**src/rtl/btb_pkg.sv**
```systemverilog
// Shared types and width helpers for the branch target buffer.
// The optional BTB_STATS_EN macro enables the statistics counters in btb_predictor.
package btb_pkg;

   localparam int unsigned XLEN_DEF    = 32;
   localparam int unsigned ENTRIES_DEF = 64;
   localparam int unsigned CNT_W_DEF   = 2;

   function automatic int unsigned idx_w(input int unsigned entries);
      return $clog2(entries);
   endfunction

   function automatic int unsigned tag_w(input int unsigned xlen, input int unsigned entries);
      return xlen - 2 - idx_w(entries);
   endfunction

   // Counter value for a freshly allocated (weakly taken) entry
   function automatic int unsigned CNT_WEAK_T(input int unsigned cnt_w);
      return 1 << (cnt_w - 1);
   endfunction

   function automatic int unsigned CNT_WEAK_NT(input int unsigned cnt_w);
      return (1 << (cnt_w - 1)) - 1;
   endfunction

   localparam int unsigned TAG_W_DEF = XLEN_DEF - 2 - $clog2(ENTRIES_DEF);

   // Entry layout for the default configuration
   typedef struct packed {
      logic                  valid;
      logic [TAG_W_DEF-1:0]  tag;
      logic [XLEN_DEF-1:0]   target;
      logic [CNT_W_DEF-1:0]  cnt;
   } btb_entry_t;

endpackage

```
**src/rtl/btb_sat_counter.sv**
```systemverilog
// Saturating up/down counter next-state function used for the trained BTB entry.
module btb_sat_counter #(
   parameter int unsigned CNT_W = 2
) (
   input  logic [CNT_W-1:0] cnt,
   input  logic             en,
   input  logic             up,
   output logic [CNT_W-1:0] cnt_next
);

   always_comb begin
      cnt_next = cnt;
      if (en) begin
         if (up && (cnt != {CNT_W{1'b1}})) begin
            cnt_next = cnt + CNT_W'(1);
         end else if (!up && (cnt != {CNT_W{1'b0}})) begin
            cnt_next = cnt - CNT_W'(1);
         end
      end
   end

endmodule

```
**src/rtl/btb_predictor.sv**
```systemverilog
// Direct-mapped branch target buffer with saturating-counter direction prediction.
// Define BTB_STATS_EN to enable the branch/mispredict statistics counters.
module btb_predictor
   import btb_pkg::*;
#(
   parameter int unsigned XLEN    = 32,
   parameter int unsigned ENTRIES = 64,
   parameter int unsigned CNT_W   = 2
) (
   input  logic            clk,
   input  logic            rst,
   input  logic [XLEN-1:0] pc_if,
   output logic            pred_taken,
   output logic [XLEN-1:0] pred_target,
   input  logic            upd_valid,
   input  logic [XLEN-1:0] upd_pc,
   input  logic            upd_taken,
   input  logic [XLEN-1:0] upd_target,
   input  logic            upd_pred_taken,
   input  logic [XLEN-1:0] upd_pred_target,
   output logic            mispredict,
   output logic [XLEN-1:0] fix_pc,
   output logic [31:0]     stat_branches,
   output logic [31:0]     stat_mispredicts
);

   localparam int unsigned    IDX_W  = idx_w(ENTRIES);
   localparam int unsigned    TAG_W  = tag_w(XLEN, ENTRIES);
   localparam logic [CNT_W-1:0] CNT_T  = CNT_W'(CNT_WEAK_T(CNT_W));
   localparam logic [CNT_W-1:0] CNT_NT = CNT_W'(CNT_WEAK_NT(CNT_W));

   logic             valid_q  [ENTRIES];
   logic [TAG_W-1:0] tag_q    [ENTRIES];
   logic [XLEN-1:0]  target_q [ENTRIES];
   logic [CNT_W-1:0] cnt_q    [ENTRIES];

   logic [IDX_W-1:0] lk_idx, up_idx;
   logic [TAG_W-1:0] lk_tag, up_tag;
   logic             lk_hit, up_hit;
   logic [CNT_W-1:0] cnt_next;
   logic             unused_pc_lsbs;

   assign lk_idx = pc_if[IDX_W+1:2];
   assign lk_tag = pc_if[XLEN-1:IDX_W+2];
   assign up_idx = upd_pc[IDX_W+1:2];
   assign up_tag = upd_pc[XLEN-1:IDX_W+2];
   assign unused_pc_lsbs = ^{pc_if[1:0], upd_pc[1:0]};

   // Lookup reads the registered table only; a same-cycle update is not bypassed
   assign lk_hit      = valid_q[lk_idx] && (tag_q[lk_idx] == lk_tag);
   assign pred_taken  = rst && lk_hit && cnt_q[lk_idx][CNT_W-1];
   assign pred_target = pred_taken ? target_q[lk_idx] : pc_if + XLEN'(4);

   assign up_hit     = valid_q[up_idx] && (tag_q[up_idx] == up_tag);
   assign mispredict = rst && upd_valid &&
                       ((upd_taken != upd_pred_taken) ||
                        (upd_taken && (upd_target != upd_pred_target)));
   assign fix_pc     = upd_taken ? upd_target : upd_pc + XLEN'(4);

   btb_sat_counter #(
      .CNT_W (CNT_W)
   ) u_sat_counter (
      .cnt      (cnt_q[up_idx]),
      .en       (upd_valid && up_hit),
      .up       (upd_taken),
      .cnt_next (cnt_next)
   );

   always_ff @(posedge clk) begin
      if (!rst) begin
         for (int i = 0; i < ENTRIES; i++) begin
            valid_q[i] <= 1'b0;
            cnt_q[i]   <= CNT_NT;
         end
      end else if (upd_valid) begin
         if (up_hit) begin
            cnt_q[up_idx] <= cnt_next;
         end else if (upd_taken) begin
            valid_q[up_idx] <= 1'b1;
            cnt_q[up_idx]   <= CNT_T;
         end
      end
   end

   // Tag and target need no reset: they are ignored while valid is clear
   always_ff @(posedge clk) begin
      if (rst && upd_valid && upd_taken) begin
         tag_q[up_idx]    <= up_tag;
         target_q[up_idx] <= upd_target;
      end
   end

`ifdef BTB_STATS_EN
   logic [31:0] stat_br_q, stat_mp_q;

   always_ff @(posedge clk) begin
      if (!rst) begin
         stat_br_q <= '0;
         stat_mp_q <= '0;
      end else begin
         if (upd_valid && (stat_br_q != 32'hFFFF_FFFF)) begin
            stat_br_q <= stat_br_q + 32'd1;
         end
         if (mispredict && (stat_mp_q != 32'hFFFF_FFFF)) begin
            stat_mp_q <= stat_mp_q + 32'd1;
         end
      end
   end

   assign stat_branches    = stat_br_q;
   assign stat_mispredicts = stat_mp_q;
`else
   assign stat_branches    = '0;
   assign stat_mispredicts = '0;
`endif

endmodule

```
**config.mk**
```make
export PLATFORM = sky130hd
export DESIGN_NAME = btb_predictor
export DESIGN_NICKNAME = d
export VERILOG_FILES = /design/src/rtl/btb_pkg.sv /design/src/rtl/btb_sat_counter.sv /design/src/rtl/btb_predictor.sv
export SDC_FILE = /design/constraint.sdc
export NUM_CORES = 2
export LEC_CHECK = 0
export CAP_MARGIN = 20
export CELL_PAD_IN_SITES_DETAIL_PLACEMENT = 1
export CELL_PAD_IN_SITES_GLOBAL_PLACEMENT = 1
export CORE_MARGIN = 3
export CORE_UTILIZATION = 24
export CTS_CLUSTER_DIAMETER = 150
export CTS_CLUSTER_SIZE = 24
export DETAILED_ROUTE_END_ITERATION = 8
export GPL_TIMING_DRIVEN = 0
export HOLD_SLACK_MARGIN = 0.05
export PLACE_DENSITY = 0.38
export SKIP_LAST_GASP = 1
export SYNTH_ARGS = -nofsm -noshare
export SYNTH_HDL_FRONTEND = slang
export SYNTH_SLANG_ARGS = --single-unit
```
**constraint.sdc**
```tcl
create_clock -name clk -period 7.21 [get_ports clk]
set_clock_uncertainty 0.05 [all_clocks]
set_input_delay 1.442 -clock clk [delete_from_list [all_inputs] [get_ports clk]]
set_output_delay 1.442 -clock clk [all_outputs]
set_load 0.05 [all_outputs]
```
# Word-level counts from Yosys, hierarchy flattened
# Memories as Yosys holds them, arrays and structs flattened.
# Index checks and enable logic that the tools add are counted.
# Widths: inputs -> output; s select.
# classes
addsub	4
eq_ne	5
muxes	24
n_bitwise	1
reduce_logical	16
# op_table
operator	n
$add 32x3->32 const B	2
$mux 32	2
$eq 24x24->1	2
$ne 32x32->1	1
$mux 1	15
$mux 6	2
$logic_and 1x1->1	11
$mux 2	5
$add 2x1->2 const B	1
$ne 2x2->1 const B	1
$reduce_bool 2->1	1
$reduce_or 2->1	1
$sub 2x1->2 const B	1
$logic_not 1->1	1
$logic_or 1x1->1	1
$ne 1x1->1	1
$or 1x1->1	1
$reduce_or 1->1	1
# word_totals
register_bits	0
ram_bits	3776
output_inout_bits	130
n_memories	4
# memory_table
memory	depth	word_bits	read_ports	rd_clocked_by_memory_dff	wr	line	text
target_q	64	32	1	0	1	btb_predictor.sv:34	logic [XLEN-1:0] target_q [ENTRIES];
tag_q	64	24	2	0	1	btb_predictor.sv:33	logic [TAG_W-1:0] tag_q [ENTRIES];
cnt_q	64	2	2	0	64	btb_predictor.sv:35	logic [CNT_W-1:0] cnt_q [ENTRIES];
valid_q	64	1	2	0	64	btb_predictor.sv:32	logic valid_q [ENTRIES];

# Longest topological paths before layout
# An unclocked memory read counts as a cell.
# logic_depth
word_depth	10
depth_mapped	21
ltp_nobuf	13

# Modules after synthesis
# Synthesis repeated with hierarchy kept, for this count alone.
# unflattened
hier_cells	8461
area_unflattened_um2	162111.7
# by_module_without_submodules
mod	n_inst	cells_per_inst	area_each_um2	seq_area_each_um2
btb_predictor	1	8449	162015.4	112748.1
btb_sat_counter	1	12	96.3	0.0

# Least setup slack after synthesis
# OpenSTA, ideal clock, no wires.
# synth_path
kind	input -> output
startpoint	input port pc_if[2]
endpoint	output port pred_taken
arrival_ns	5.557
required_ns	5.718
setup_slack_ns	0.161
cell_stages	13
cell_sequence	buf_6 > buf_6 > buf_6 > buf_6 > buf_2 > mux4_2 > mux4_2 > o21ai_0 > o21ai_0 > xnor2_1 > nor3_1 > nand4_1 > nor4_1
# synth_via
elab_chain_len	5
# synth_rtl
element	line	text
start, declared	btb_predictor.sv:12	input logic [XLEN-1:0] pc_if,
$mem_v2 64x24	--	
$eq 24x24->1	btb_predictor.sv:50	assign lk_hit = valid_q[lk_idx] && (tag_q[lk_idx] == lk_tag);
$logic_and 1x1->1	btb_predictor.sv:50	
$logic_and 1x1->1	btb_predictor.sv:51	assign pred_taken = rst && lk_hit && cnt_q[lk_idx][CNT_W-1];
$logic_and 1x1->1 (*)	btb_predictor.sv:51	
end, declared	btb_predictor.sv:13	output logic pred_taken,
# Every way passes the cells marked *; elsewhere a longest branch is shown, timed or not.

# Worst setup path in the final report
# layout_path
startpoint	input port pc_if[6]
endpoint	output port pred_target[3]
# layout_via
elab_chain_len	6
# layout_rtl
element	line	text
$mem_v2 64x24	--	
$eq 24x24->1	btb_predictor.sv:50	
$logic_and 1x1->1	btb_predictor.sv:50	
$logic_and 1x1->1 (2 in a row)	btb_predictor.sv:51	
$mux 32 (*)	btb_predictor.sv:52	assign pred_target = pred_taken ? target_q[lk_idx] : pc_if + XLEN'(4);
end, declared	btb_predictor.sv:14	output logic [XLEN-1:0] pred_target,
# Marked as above.

==> impl_summary.md <==
STA
Based on the critical path, the design can be clocked at up to 0.134 GHz. For the pin with the worst max-slew slack, the measured transition is 1.33 ns. The relative max-transition margin is 11.5%. The final period utilization is 103%. The number of setup violations in the final report is 129. The max-slew violation total from the final report was 0.

Setup repair after global routing could not meet its margin everywhere. The final hold violation count is 0. For the final routed database, the setup TNS stands at -10.65 ns. The smallest setup slack after layout is -0.228 ns. Counting I/O delays and the setup requirement, the final critical path takes 7.44 ns.

Synthesis
The count of unique library cells instantiated by Yosys is 95. Sorting the synthesized cells by area gives the leading types as sky130_fd_sc_hd__edfxtp_1 (68%), sky130_fd_sc_hd__mux4_2 (17%), sky130_fd_sc_hd__mux2i_1 (1.7%), sky130_fd_sc_hd__a22oi_1 (0.98%), sky130_fd_sc_hd__a221oi_1 (0.88%). The cell count after synthesis came out at 8,311.

The number of flops mapped to enable cells by yosys is 3,712. In the synthesized netlist the dominant register cell turns out to be sky130_fd_sc_hd__edfxtp_1. The area of the mapped netlist is 163,000 um2. The synthesized area divided by synthesized cell count is 19.6 um2. The fraction of registers with async set/reset is 0%. The synthesized design devotes to its leading area cell type 68.5% of total area. In this run, synthesis produced a sequential element count of 3,776. Summing the sequential cell areas from Yosys gives 69.3% of the chip area.

Yosys printed 0 warnings. The biggest area contributor in the post-synthesis netlist is sky130_fd_sc_hd__edfxtp_1.

Power and ir drop
The power share of the combinational group is 13.4%. IR analysis of the VDD net gives a maximum drop of 0.170 mV. The portion of total power attributed to the clock network is 29.3%. Internal power comes to 30.7 mW.

The total net switching power is 11.5 mW. Registers are responsible for 57.3% of the overall power. In this run the power density over the cells is 213 nW/um2.

The leakage power is 61.3 nW. Power comes to 42.2 mW. In this run switching power makes up 27.3% of total power.

Setup path
Data on the critical path is required at its endpoint by 5.72 ns. The most numerous cell type found on the critical path is sky130_fd_sc_hd__buf_16. Traced cell by cell, the critical path runs through buf_2 > clkinvlp_4 > nand2_4 > clkbuf_8 > buf_16 > buf_4 > buf_16 > o22ai_4 > a21oi_4 > xnor2_2 > nand4b_1 > nor4_4 > nand4_4 > buf_12 > buf_16 > mux2_4 > buf_8. The critical path arrival is 5.95 ns. STA classifies the critical path startpoint as an input port.

STA classifies the critical path endpoint as an output port. The critical-path cell with the highest stage delay is sky130_fd_sc_hd__a21oi_4. The category of the critical setup timing path is input port to output port. The worst path buffer plus inverter count is 9. The largest single stage delay on the critical path is 0.43 ns. The kind of cell with the highest combined delay on the critical path is buffers and inverters.

Of all nets on the critical path, the largest fanout is 8.

Route
The first routing iteration left 18,142 violations. The count of unresolved DRC violations after routing is 0. The first-pass iteration count of the detailed router is 8. The via count is 105,720. The detail route stage leaves a number of antenna-violating nets equal to 0. Using the TritonRoute via totals, the vias-per-cell ratio works out to 5.72. The routed wire length is 1000 mm. The routed wire length per instance is 54.1 um.

Cells and area
The area taken by flip-flops and latches is 113,000 um2. The share of final-layout standard cells stronger than drive strength 1 is 34.5%. The filler cells instantiated in the layout total 67,992. The multi-input combinational cells in the finished layout cover a total of 47,800 um2. The utilization after layout is 29.4%. The non-filler instance count after layout is 18,483.

Relative to the synthesized area, the layout overhead comes to 21.8%. The number of nets in the layout is 9,584.

Outcome
The final reports fail on setup timing. The flow ran to the end, but the final reports show violations.

Floorplanning
The die is 829 um tall. For this design the top-level I/O count stands at 263. The floorplan step defined a core boundary enclosing 674,000 um2. The die is 829 um wide.

Once the floorplan was initialized, standard cells occupied 24.2% of the core. The number of standard-cell rows in the floorplan is 301. The area of the die is 688,000 um2.

Clock tree
TritonCTS built the clock tree. The CTS root buffer is sky130_fd_sc_hd__clkbuf_16. The clock drives 3,776 sinks. The number of hold-repair buffers added at the cts stage is 0. Buffers inserted during clock tree synthesis total 180.

CTS built an H-tree with a depth of 4. The clock insertion delay at the later pin of the skew report is 1.03 ns. The clock slew seen by the registers of the worst setup and hold paths is 0.11 ns. The longest clock path from root to sink contains 4 buffers.

GRT
The via count of the first global-routing pass is 102,208. In the global route stage, overall resource usage came out at 28.1%. The first global-routing pass estimated 1240 mm of wire.

The number of antenna violations at the first check in global routing is 159. Global routing finished with a remaining overflow of 0. The pin count of the biggest net entering global routing is 70.

Place
Buffers placed on the I/O ports in this run total 191. The final HPWL from detailed placement is 728 mm. In this run, placement finished with an instance count of 18,030. The setup slack at placement is -5.24 ns. The final estimated routing congestion in global placement is 0.931.

Run
Across the run, the number of max-cap violations was 0.

Hold path
The class of the tightest hold or removal check is register to register.
[tightest hold or removal path, cell delays in order (launching register included)]
cell and delay, ns:
sky130_fd_sc_hd__dfxtp_1 0.34, sky130_fd_sc_hd__nand2_1 0.05, sky130_fd_sc_hd__o21ai_0 0.06
[cell usage in the layout, fill, tap and decap left out, types with 24 or more instances in the layout]
| master | count |
|---|---|
| sky130_fd_sc_hd__a21oi_1 | 79 |
| sky130_fd_sc_hd__a21oi_2 | 61 |
| sky130_fd_sc_hd__a221o_1 | 82 |
| sky130_fd_sc_hd__a221oi_1 | 159 |
| sky130_fd_sc_hd__a22o_1 | 44 |
| sky130_fd_sc_hd__a22oi_1 | 202 |
| sky130_fd_sc_hd__and3_1 | 24 |
| sky130_fd_sc_hd__buf_12 | 433 |
| sky130_fd_sc_hd__buf_16 | 153 |
| sky130_fd_sc_hd__buf_2 | 128 |
| sky130_fd_sc_hd__buf_4 | 290 |
| sky130_fd_sc_hd__buf_6 | 135 |
| sky130_fd_sc_hd__buf_8 | 103 |
| sky130_fd_sc_hd__clkbuf_1 | 105 |
| sky130_fd_sc_hd__clkbuf_16 | 197 |
| sky130_fd_sc_hd__clkbuf_2 | 90 |
| sky130_fd_sc_hd__clkbuf_4 | 30 |
| sky130_fd_sc_hd__clkdlybuf4s50_1 | 74 |
| sky130_fd_sc_hd__conb_1 | 64 |
| sky130_fd_sc_hd__dfxtp_1 | 64 |
| sky130_fd_sc_hd__diode_2 | 68 |
| sky130_fd_sc_hd__edfxtp_1 | 3712 |
| sky130_fd_sc_hd__mux2_2 | 112 |
| sky130_fd_sc_hd__mux2_4 | 34 |
| sky130_fd_sc_hd__mux2i_1 | 269 |
| sky130_fd_sc_hd__mux4_2 | 1230 |
| sky130_fd_sc_hd__nand2_1 | 309 |
| sky130_fd_sc_hd__nand3_1 | 147 |
| sky130_fd_sc_hd__nand4_1 | 43 |
| sky130_fd_sc_hd__nor2_1 | 125 |
| sky130_fd_sc_hd__nor2_4 | 76 |
| sky130_fd_sc_hd__nor3_1 | 28 |
| sky130_fd_sc_hd__o21ai_0 | 207 |
| sky130_fd_sc_hd__o22ai_1 | 87 |
| sky130_fd_sc_hd__xnor2_1 | 53 |
| sky130_fd_sc_hd__xor2_1 | 57 |
[path summary, 6_finish.rpt]
check                         to  slack, ns  cells after the start          from
hold reg to reg      valid_q[27]       0.45                      2   valid_q[27]
setup reg to reg     cnt_q[8][0]       1.51                     12  tag_q[51][4]
setup / recovery  pred_target[3]      -0.23                     17      pc_if[6]
hold / removal       valid_q[27]       0.45                      2   valid_q[27]
[metal layers]
layer | vias up | global-route usage [%] | routed length (um)
li1 | 37262 | - | -
met1 | 59593 | 35.2 | 383000
met2 | 7053 | 45.4 | 467000
met3 | 1762 | 5.92 | 83200
met4 | 50 | 15.6 | 67100
met5 | - | 0 | 318
[kinds of logic (layout without fill, tap and decap cells)]
logic type | count (synthesis) | count (layout) | synth area share, %
DFF | 3776 | 3776 | 69.3
muxes | 1656 | 1656 | 19.8
AOI/OAI and AO/OA | 1130 | 1130 | 5.06
and+or+nand+nor | 917 | 917 | 2.69
buffers and inverters | 704 | 1807 | 2.43
xor gates and xnor gates | 123 | 123 | 0.662
adders and majority gates | 4 | 4 | 0.0308
other | 1 | 132 | 0.00230
[power groups by stage]
stage	sequential [mW]	combinational, mW	clock [mW]
6_report	24.2	5.68	12.4
5_1_grt	24.2	5.64	13.2
4_1_cts	24.2	5.52	12.6
3_5_place_dp	24.7	5.12	0
3_3_place_gp	24.8	4.86	0
2_1_floorplan	24.7	2.07	0
[through the flow]
| step | hold slack (ns) | area (um2) |
|---|---|---|
| 2_1_floorplan | 0.391 | 163000 |
| 3_3_place_gp | 0.418 | 176000 |
| 3_5_place_dp | 0.432 | 187000 |
| 4_1_cts | 0.450 | 197000 |
| 5_1_grt | 0.475 | 198000 |
| 6_report | 0.451 | 198000 |
[flip-flops by register name (all words and copies together) (netlist names)]
register,cells
tag_q,1536
valid_q,64
target_q,2048
cnt_q,128
[cell usage after synthesis (all sizes together), types with 64 or more instances]
master,count
a221o,82
a221oi,166
nand2,319
a21oi,142
edfxtp,3712
dfxtp,64
nor2,206
clkbuf,237
o22ai,102
mux2i,274
a22oi,214
mux4,1230
buf,453
mux2,152
nand3,151
o21ai,238
[layout make-up]
type,count,share of cell area (%)
flip-flops and latches,3776,56.9
multi-input cells,3894,24.1
repair buffers,899,7.22
well taps,8938,5.64
plain buffers,682,3.52
clock buffers,204,2.38
diodes,68,0.0859
clock inverters,8,0.0663
inverters,14,0.0385
[repair_timing]
action                                   CTS  global route
endpoints found under the hold margin      0             0
setup buffers                            133            36
gates cloned                               7             3
endpoints found under the setup margin   382           158
gates resized for setup                 1306            64
pin swaps                                 42            16
Power figures use the tool's default switching activity.
